## src/rtl/audio_i2s_pkg.sv

```systemverilog
// Shared types and defaults for the I2S transmitter slice.
package audio_i2s_pkg;

  localparam int SAMPLE_W           = 16;
  localparam int SAMPLE_IDX_W       = $clog2(SAMPLE_W);
  localparam int UNDERRUN_W         = 8;
  localparam int BCLK_HALF_DIV_DFLT = 8;
  localparam int SLOT_BITS_DFLT     = 32;

  typedef logic signed [SAMPLE_W-1:0] sample_t;

endpackage

```

## src/rtl/audio_i2s_tx_if.sv

```systemverilog
// Stereo sample stream from the synth core into the I2S transmitter.
interface audio_i2s_tx_if;
  import audio_i2s_pkg::*;

  sample_t sample_left;
  sample_t sample_right;
  logic    sample_valid;
  logic    sample_ready;

  modport master (
    output sample_left, sample_right, sample_valid,
    input  sample_ready
  );

  modport slave (
    input  sample_left, sample_right, sample_valid,
    output sample_ready
  );
endinterface

```

## src/rtl/i2s_bclk_gen.sv

```systemverilog
// Bit-clock divider: toggles i2s_bclk every HALF_DIV system clocks and flags
// the cycle on which each edge is about to happen.
module i2s_bclk_gen #(
  parameter int HALF_DIV = 8
) (
  input  logic clk_50mhz,
  input  logic reset,
  output logic i2s_bclk,
  output logic fall_stb,
  output logic rise_stb
);

  localparam int CNT_W = (HALF_DIV > 1) ? $clog2(HALF_DIV) : 1;
  localparam logic [CNT_W-1:0] CNT_LAST = CNT_W'(HALF_DIV - 1);

  logic [CNT_W-1:0] div_cnt;
  logic             term;

  assign term     = (div_cnt == CNT_LAST);
  // Strobes coincide with the edge that flips i2s_bclk
  assign fall_stb = term && i2s_bclk;
  assign rise_stb = term && !i2s_bclk;

  always_ff @(posedge clk_50mhz or posedge reset) begin
    if (reset) begin
      div_cnt  <= '0;
      i2s_bclk <= 1'b0;
    end else if (term) begin
      div_cnt  <= '0;
      i2s_bclk <= !i2s_bclk;
    end else begin
      div_cnt  <= div_cnt + 1'b1;
    end
  end

endmodule

```

## src/rtl/audio_i2s_tx.sv

```systemverilog
// Philips I2S transmitter with a one-entry holding buffer; repeats the last
// frame and counts the event when the synth core falls behind.
module audio_i2s_tx
  import audio_i2s_pkg::*;
#(
  parameter int BCLK_HALF_DIV = BCLK_HALF_DIV_DFLT,
  parameter int SLOT_BITS     = SLOT_BITS_DFLT
) (
  input  logic                  clk_50mhz,
  input  logic                  reset,
  audio_i2s_tx_if.slave         snk,
  output logic                  i2s_bclk,
  output logic                  i2s_lrclk,
  output logic                  i2s_sdata,
  output logic                  frame_start,
  output logic [UNDERRUN_W-1:0] underrun_count
);

  localparam int FRAME_BITS = 2 * SLOT_BITS;
  localparam int BC_W       = $clog2(FRAME_BITS);
  localparam logic [BC_W-1:0] BC_LAST  = BC_W'(FRAME_BITS - 1);
  localparam logic [BC_W-1:0] SLOT_LIM = BC_W'(SLOT_BITS);

  function automatic logic [UNDERRUN_W-1:0] sat_inc(input logic [UNDERRUN_W-1:0] v);
    return (&v) ? v : v + 1'b1;
  endfunction

  // Slot position 1..16 carries the word MSB-first; position 0 and the tail pad with 0
  function automatic logic slot_bit(input sample_t word, input logic [BC_W-1:0] pos);
    logic [BC_W-1:0] msb_pos;
    msb_pos = BC_W'(SAMPLE_W);
    if (pos != '0 && pos <= msb_pos)
      return word[SAMPLE_IDX_W'(msb_pos - pos)];
    return 1'b0;
  endfunction

  logic            bclk_fall;
  logic [BC_W-1:0] bit_cnt;
  logic [BC_W-1:0] bit_nxt;
  logic [BC_W-1:0] slot_pos;
  logic            in_right;
  logic            tx_bit;
  sample_t         tx_word;
  logic            load;
  logic            capture;
  logic            hold_full;
  logic            ready_q;
  sample_t         hold_l;
  sample_t         hold_r;
  sample_t         frame_l;
  sample_t         frame_r;

  i2s_bclk_gen #(
    .HALF_DIV (BCLK_HALF_DIV)
  ) u_bclk_gen (
    .clk_50mhz (clk_50mhz),
    .reset     (reset),
    .i2s_bclk  (i2s_bclk),
    .fall_stb  (bclk_fall),
    .rise_stb  ()
  );

  assign load             = bclk_fall && (bit_cnt == BC_LAST);
  assign capture          = snk.sample_valid && ready_q;
  assign snk.sample_ready = ready_q;

  always_comb begin
    bit_nxt  = (bit_cnt == BC_LAST) ? '0 : bit_cnt + 1'b1;
    in_right = (bit_nxt >= SLOT_LIM);
    slot_pos = in_right ? (bit_nxt - SLOT_LIM) : bit_nxt;
    tx_word  = in_right ? frame_r : frame_l;
    tx_bit   = slot_bit(tx_word, slot_pos);
  end

  // Holding data needs no reset: it is only read while hold_full is set
  always_ff @(posedge clk_50mhz) begin
    if (capture) begin
      hold_l <= snk.sample_left;
      hold_r <= snk.sample_right;
    end
  end

  always_ff @(posedge clk_50mhz or posedge reset) begin
    if (reset) begin
      bit_cnt        <= BC_LAST;
      i2s_lrclk      <= 1'b0;
      i2s_sdata      <= 1'b0;
      frame_start    <= 1'b0;
      underrun_count <= '0;
      hold_full      <= 1'b0;
      ready_q        <= 1'b1;
      frame_l        <= '0;
      frame_r        <= '0;
    end else begin
      frame_start <= load;
      // Ready trails the holding flag by a cycle, but drops at once on capture
      ready_q     <= capture ? 1'b0 : !hold_full;

      if (bclk_fall) begin
        bit_cnt   <= bit_nxt;
        i2s_lrclk <= in_right;
        i2s_sdata <= tx_bit;
      end

      if (load) begin
        if (hold_full) begin
          frame_l   <= hold_l;
          frame_r   <= hold_r;
          hold_full <= 1'b0;
        end else begin
          underrun_count <= sat_inc(underrun_count);
        end
      end

      // A capture never coincides with a load that empties holding (ready is low)
      if (capture)
        hold_full <= 1'b1;
    end
  end

endmodule
```

## src/flat_wrapper.sv

```systemverilog
// flat-port wrapper written by rule: the top's interface ports become plain ports
module audio_i2s_tx_flat import audio_i2s_pkg::*;
#(
  parameter int BCLK_HALF_DIV = BCLK_HALF_DIV_DFLT,
  parameter int SLOT_BITS     = SLOT_BITS_DFLT
)
  (clk_50mhz, reset, i2s_bclk, i2s_lrclk, i2s_sdata, frame_start, underrun_count, snk_sample_left, snk_sample_right, snk_sample_valid, snk_sample_ready);
  audio_i2s_tx_if snk_i ();
  input  logic clk_50mhz;
  input  logic reset;
  output logic i2s_bclk;
  output logic i2s_lrclk;
  output logic i2s_sdata;
  output logic frame_start;
  output logic [UNDERRUN_W-1:0] underrun_count;
  input wire logic [$bits(snk_i.sample_left)-1:0] snk_sample_left;
  input wire logic [$bits(snk_i.sample_right)-1:0] snk_sample_right;
  input wire logic [$bits(snk_i.sample_valid)-1:0] snk_sample_valid;
  output wire logic [$bits(snk_i.sample_ready)-1:0] snk_sample_ready;
  assign snk_i.sample_left = snk_sample_left;
  assign snk_i.sample_right = snk_sample_right;
  assign snk_i.sample_valid = snk_sample_valid;
  assign snk_sample_ready = snk_i.sample_ready;
  audio_i2s_tx #(.BCLK_HALF_DIV(BCLK_HALF_DIV), .SLOT_BITS(SLOT_BITS)) u_core (.clk_50mhz(clk_50mhz), .reset(reset), .snk(snk_i), .i2s_bclk(i2s_bclk), .i2s_lrclk(i2s_lrclk), .i2s_sdata(i2s_sdata), .frame_start(frame_start), .underrun_count(underrun_count));
endmodule
```

## config.mk

```make
export PLATFORM = sky130hd
export DESIGN_NAME = audio_i2s_tx_flat
export DESIGN_NICKNAME = d
export VERILOG_FILES = /design/src/rtl/audio_i2s_pkg.sv /design/src/rtl/audio_i2s_tx_if.sv /design/src/rtl/i2s_bclk_gen.sv /design/src/rtl/audio_i2s_tx.sv /design/src/flat_wrapper.sv
export SDC_FILE = /design/constraint.sdc
export NUM_CORES = 1
export LEC_CHECK = 0
export CELL_PAD_IN_SITES_DETAIL_PLACEMENT = 0
export CELL_PAD_IN_SITES_GLOBAL_PLACEMENT = 2
export CORE_UTILIZATION = 35
export CTS_CLUSTER_SIZE = 8
export DETAILED_ROUTE_END_ITERATION = 6
export DONT_BUFFER_PORTS = 1
export PLACE_DENSITY_LB_ADDON = 0.1
export SYNTH_ARGS = -nofsm -noshare
export SYNTH_HDL_FRONTEND = slang
export SYNTH_SLANG_ARGS = --single-unit
```

## constraint.sdc

```tcl
create_clock -name clk_50mhz -period 3.3 [get_ports clk_50mhz]
set_input_delay 0.825 -clock clk_50mhz [delete_from_list [all_inputs] [get_ports clk_50mhz]]
set_output_delay 0.825 -clock clk_50mhz [all_outputs]
set_load 0.02 [all_outputs]
```

Word-level counts from Yosys, hierarchy flattened
Index checks and enable logic that the tools add are counted.

Register bits: 87. Bits of input ports: 35. Logic and storage cells: 48.

$add $sub $neg: 5. $lt $le $gt $ge: 3. Equal/unequal tests: 2. Multiplexer cells: 12. Bitwise gates (word level): 2. Reductions and logical operators: 11.

Operator list (count): 2-to-1 mux 16 bit (1); 2-to-1 mux 6 bit (2); adder 8 x 1 -> 8 bit (second input constant) (1); AND reduction 8 bit (1); 2-to-1 mux 1 bit (7); adder 6 x 1 -> 6 bit (second input constant) (1); == test 6 bit (second input constant) (1); >= comparator 6 bit (second input constant) (1); <= comparator 6 x 5 -> 1 bit (second input constant) (1); nonzero test 6 bit (1); subtractor 6 bit (second input constant) (1); < comparator 4 x 5 -> 1 bit (second input constant) (1); binary-select mux 1 bit (select 4 bit) (1); logical AND 1 bit (4); subtractor 1 x 4 -> 4 bit (first input constant) (1); adder 3 x 1 -> 3 bit (second input constant) (1); == test 3 bit (second input constant) (1); 2-to-1 mux 3 bit (1); AND reduction 3 bit (1); logical NOT 1 bit (2); NOT 1 bit (2); AND reduction 2 bit (1); nonzero test 2 bit (1).

Longest topological paths before layout
Word-level depth: 9. Depth in mapped cells: 9.

Hierarchy
From an unflattened synthesis, not the netlist that was laid out.

Cell total of the unflattened synthesis: 279. Area total of the unflattened synthesis: 3847.4 um2.

Modules (own cells, without submodules): audio_i2s_tx (times used 1, cells an instance 268, area an instance 3689.8 um2); i2s_bclk_gen (times used 1, cells an instance 11, area an instance 157.7 um2).

Worst setup path after synthesis
OpenSTA, ideal clock, no wires.

Path kind: flip-flop to flip-flop. From: register u_core.bit_cnt[1]. To: register u_core.i2s_sdata. Library setup time: 0.126 ns. Arrival time: 2.115 ns. Setup slack: 1.058 ns. Cell stages (with the launch flop): 10. Path buffers: 1. Cell sequence: dfstp_2 -> ha_1 -> a21oi_1 -> o21a_1 -> or2_1 -> buf_6 -> a2111o_1 -> o211ai_1 -> a41oi_1 -> a21boi_2.

Word-level cells in the longest chain between the ends: 9. Elaborated cells on any way between the ends: 16.

Ends and longest elaborated chain: from (decl) (line audio_i2s_tx.sv:38) `logic [BC_W-1:0] bit_cnt;`; from (signal assigned) (line audio_i2s_tx.sv:100) `bit_cnt <= bit_nxt;`; adder 6 x 1 -> 6 bit / == test 6 bit (equally long branches) (line audio_i2s_tx.sv:68) `bit_nxt = (bit_cnt == BC_LAST) ? '0 : bit_cnt + 1'b1;`; 2-to-1 mux 6 bit * (line audio_i2s_tx.sv:68); subtractor 6 bit / >= comparator 6 bit (equally long branches) (line audio_i2s_tx.sv:70, audio_i2s_tx.sv:69); 2-to-1 mux 6 bit (line audio_i2s_tx.sv:70) `slot_pos = in_right ? (bit_nxt - SLOT_LIM) : bit_nxt;`; subtractor 1 x 4 -> 4 bit (line audio_i2s_tx.sv:33) `return word[SAMPLE_IDX_W'(msb_pos - pos)];`; binary-select mux 1 bit (select 4 bit) (line audio_i2s_tx.sv:33); 2-to-1 mux 1 bit (implied by the code) (line audio_i2s_tx.sv:33); 2-to-1 mux 1 bit (line audio_i2s_tx.sv:32) `if (pos != '0 && pos <= msb_pos)`; 2-to-1 mux 1 bit * (line audio_i2s_tx.sv:34) `return 1'b0;`; to (signal assigned) (line audio_i2s_tx.sv:102) `i2s_sdata <= tx_bit;`; to (decl) (line audio_i2s_tx.sv:14) `output logic i2s_sdata,`.

Every way passes the cells marked *; elsewhere a longest branch is shown, timed or not. The select of a mux whose other input is x is not followed. A chain may end at the register's enable or synchronous reset.

Worst setup path after layout
From: register u_core.bit_cnt[0]. To: register u_core.i2s_sdata.

The elaborated chain is that of the path after synthesis.

==> impl_metrics.ini <==
[clocking]
cts.clk_slew.worst_paths_ns = 0.09
post_cts_buffers = 0
cts_buffers = 9
cts.sinks = 87
cts_resized = 0
insertion_delay_ns = 0.35
postCtsHoldBufs = 0
cts_tree = done
clk_path_buf_depth = 2
cts_root_buffer = clkbuf_8
htree_levels = 3

[critical_path]
critical-path-top-delay-family = flip-flops
reg2reg_slack_ns = 0.53
crit_arrival_ns = 3.02
worst_path_largest_cell_delay_ns = 0.66
r2r.worst_path.cells = 8
r2r_start = u_core.bit_cnt[0]
endpoint_kind = flop
worstPathCellList = ha_1 > a21oi_1 > o21a_1 > or2_1 > mux4_1 > nand3_1 > a41oi_1 > a21boi_2
critical_path.reg2reg.endpoint = u_core.i2s_sdata
critPathKind = reg2reg
worst-path-max-fanout = 12
crit_required_ns = 3.54
startpoint_type = flop
crit_buf_inv = 0
slowest_stage = dfstp_2

[worst_hold_path]
hold_depth = 1
hold_start = u_core.u_bclk_gen.div_cnt[0]
min_to = u_core.u_bclk_gen.div_cnt[0]
hp-class = reg2reg

[place]
dp_hpwl_um = 4510
place_ws_ns = 0.545
gp_congestion = 0.805
io_buffers = 0

[timing]
finalSetupViolCount = 0
skew_ns = 0.0117
tightestPinTransition_ns = 0.823
fmax_ghz = 0.361
rsz0062_at_grt = false
report.final.hold_viol_count = 0
min_period_ns = 2.77
timing.final.crit_share_pct = 84.1
finalSetupTns_ns = 0
setup_slack_ns = 0.526
slew_viol_final = 0
slew_headroom_pct = 45.2

[yosys]
synth_ff_type = dfrtp_1
synthArstFlopShare_pct = 63.2
netlist_instances = 263
yosysWarnings = 0
synth_enable_flop_cells = 32
synth_top_area_share_pct = 33.2
ys_types = 50
synth.avg_cell_area_um2 = 13.8
yosysTopAreaCell = dfrtp_1
synth-seq-cells = 87
seq_area_frac_synth_pct = 64.9
syn_area_mm2 = 0.00362
syn_nets = 302
synth_area_leaders = dfrtp_1 (33%), edfxtp_1 (27%), mux2_2 (10%)

[floorplan]
core_area_mm2 = 0.00991
rows = 36
dieArea_mm2 = 0.0107
die_h_um = 104
die_w_um = 104
io_pins = 48
start_util_pct = 36.5

[outcome]
status = complete, no violations

[global_route]
grt_pass1_vias = 2022
grt-ovfl-total = 0
antenna_found_initial = 0
grt_usage_pct = 13.7
grt_max_degree = 35
grt_pass1_wl_um = 11300

[finish]
layout.nets = 304
drive_gt1_share_pct = 24.8
antenna_cells = 0
area_growth_pct = 9.41
fillCellCount = 967

[flow_run]
cap_violations = 0

[routing]
routed_wl_um = 6700
vias_per_cell = 4.95
drt_pass1_iterations = 4
wire_per_inst_um = 16.6
antenna_left = 0
drc_errors = 0
vias = 1995
drt_iter0_drc = 45

[power]
comb_power_share_pct = 1.4
p_seq_share_pct = 60.5
power.ir.vdd_worst_mv = 0.218
p_int_mw = 1.46
switching_power_mw = 0.437
power_density_mw_per_mm2 = 479
swShare_pct = 23.1
p_leak_nw = 1.65
clock_power_share_pct = 38.1
-- synthesized netlist by cell type, drive strengths merged, types with 5 or more instances --
cell type  count
a21oi          5
a31oi          5
buf            7
clkbuf         5
dfrtp         48
dfstp          7
edfxtp        32
inv            5
mux2          32
mux2i          5
nand2         28
nand3         11
nor2          13
xnor2          8
-- power groups by stage --
stage,clock network [mW],registers [mW],logic (mW)
after detailed placement,0,1.17,0.0294
after CTS,0.756,1.15,0.0293
after global placement,0,1.17,0.0283
after global routing,0.802,1.15,0.0316
final,0.723,1.15,0.0266
after floorplan,0,1.17,0.0172
-- sequential cells by signal (all words and copies together), names as in the netlist --
signal and count:
u_core.hold_full 1, u_core.frame_start 1, u_core.frame_r 16, u_core.bit_cnt 6, u_core.i2s_sdata 1, u_core.hold_r 16, u_core.underrun_count 8, u_core.i2s_lrclk 1
u_core.u_bclk_gen.i2s_bclk 1, u_core.u_bclk_gen.div_cnt 3, u_core.snk.sample_ready 1, u_core.hold_l 16, u_core.frame_l 16
-- per-stage QoR --
step / instance area, um2 / hold WS, ns / std cells / power (mW) / util, %
2_1_floorplan: 3620 / 0.403 / 263 / 1.18 / -
3_3_place_gp: 3760 / 0.420 / 387 / 1.20 / 38.0
3_5_place_dp: 3760 / 0.430 / 387 / 1.20 / 38.0
4_1_cts: 3960 / 0.445 / 403 / 1.93 / 39.9
5_1_grt: 3960 / 0.466 / 403 / 1.98 / 39.9
6_report: 3960 / 0.435 / 403 / 1.90 / 39.9
-- final cells by class --
cell class | count | area, um2 | area share, %
sequential | 87 | 2350 | 59.3
clock buffer | 10 | 138 | 3.48
inverter | 5 | 18.8 | 0.474
tap | 133 | 166 | 4.20
clock inverter | 6 | 57.6 | 1.45
timing repair buffer | 3 | 35.0 | 0.885
multi-input combinational | 159 | 1200 | 30.2
-- cells by family after synthesis --
group / Yosys count / synth area share, %
mux: 39 / 12.7
simple gates: 72 / 9.34
compound gates: 33 / 6.95
buf+inv: 17 / 2.11
xor+xnor: 11 / 2.66
flops: 87 / 64.9
fa+ha+maj: 4 / 1.38
-- layout by cell type (no fill, tap or decap), types with 5 or more instances in the layout --
cell,n
dfrtp_1,48
mux2_2,32
edfxtp_1,32
nand2_1,28
nor2_1,13
nand3_1,10
clkbuf_8,10
xnor2_1,8
dfstp_2,7
a21oi_1,5
a31oi_1,5
mux2i_1,5
-- worst max-delay path by stage --
stage                           start               end  slack, ns  cells after the start
global placement    u_core.bit_cnt[0]  u_core.i2s_sdata       0.61                      8
global route        u_core.bit_cnt[0]  u_core.i2s_sdata       0.37                      8
finish              u_core.bit_cnt[0]  u_core.i2s_sdata       0.53                      8
detailed placement  u_core.bit_cnt[0]  u_core.i2s_sdata       0.55                      8
CTS                 u_core.bit_cnt[0]  u_core.i2s_sdata       0.53                      8
floorplan           u_core.bit_cnt[1]  u_core.i2s_sdata       1.06                      9
-- routing by layer --
metal,wire (um),vias to the layer above,global-route usage [%]
li1,-,958,-
met1,3370,1000,19.3
met2,3100,31,20.6
met3,165,6,4.15
met4,63,0,3.67
met5,0,-,0
No activity file was read; power rests on OpenSTA's default activity.
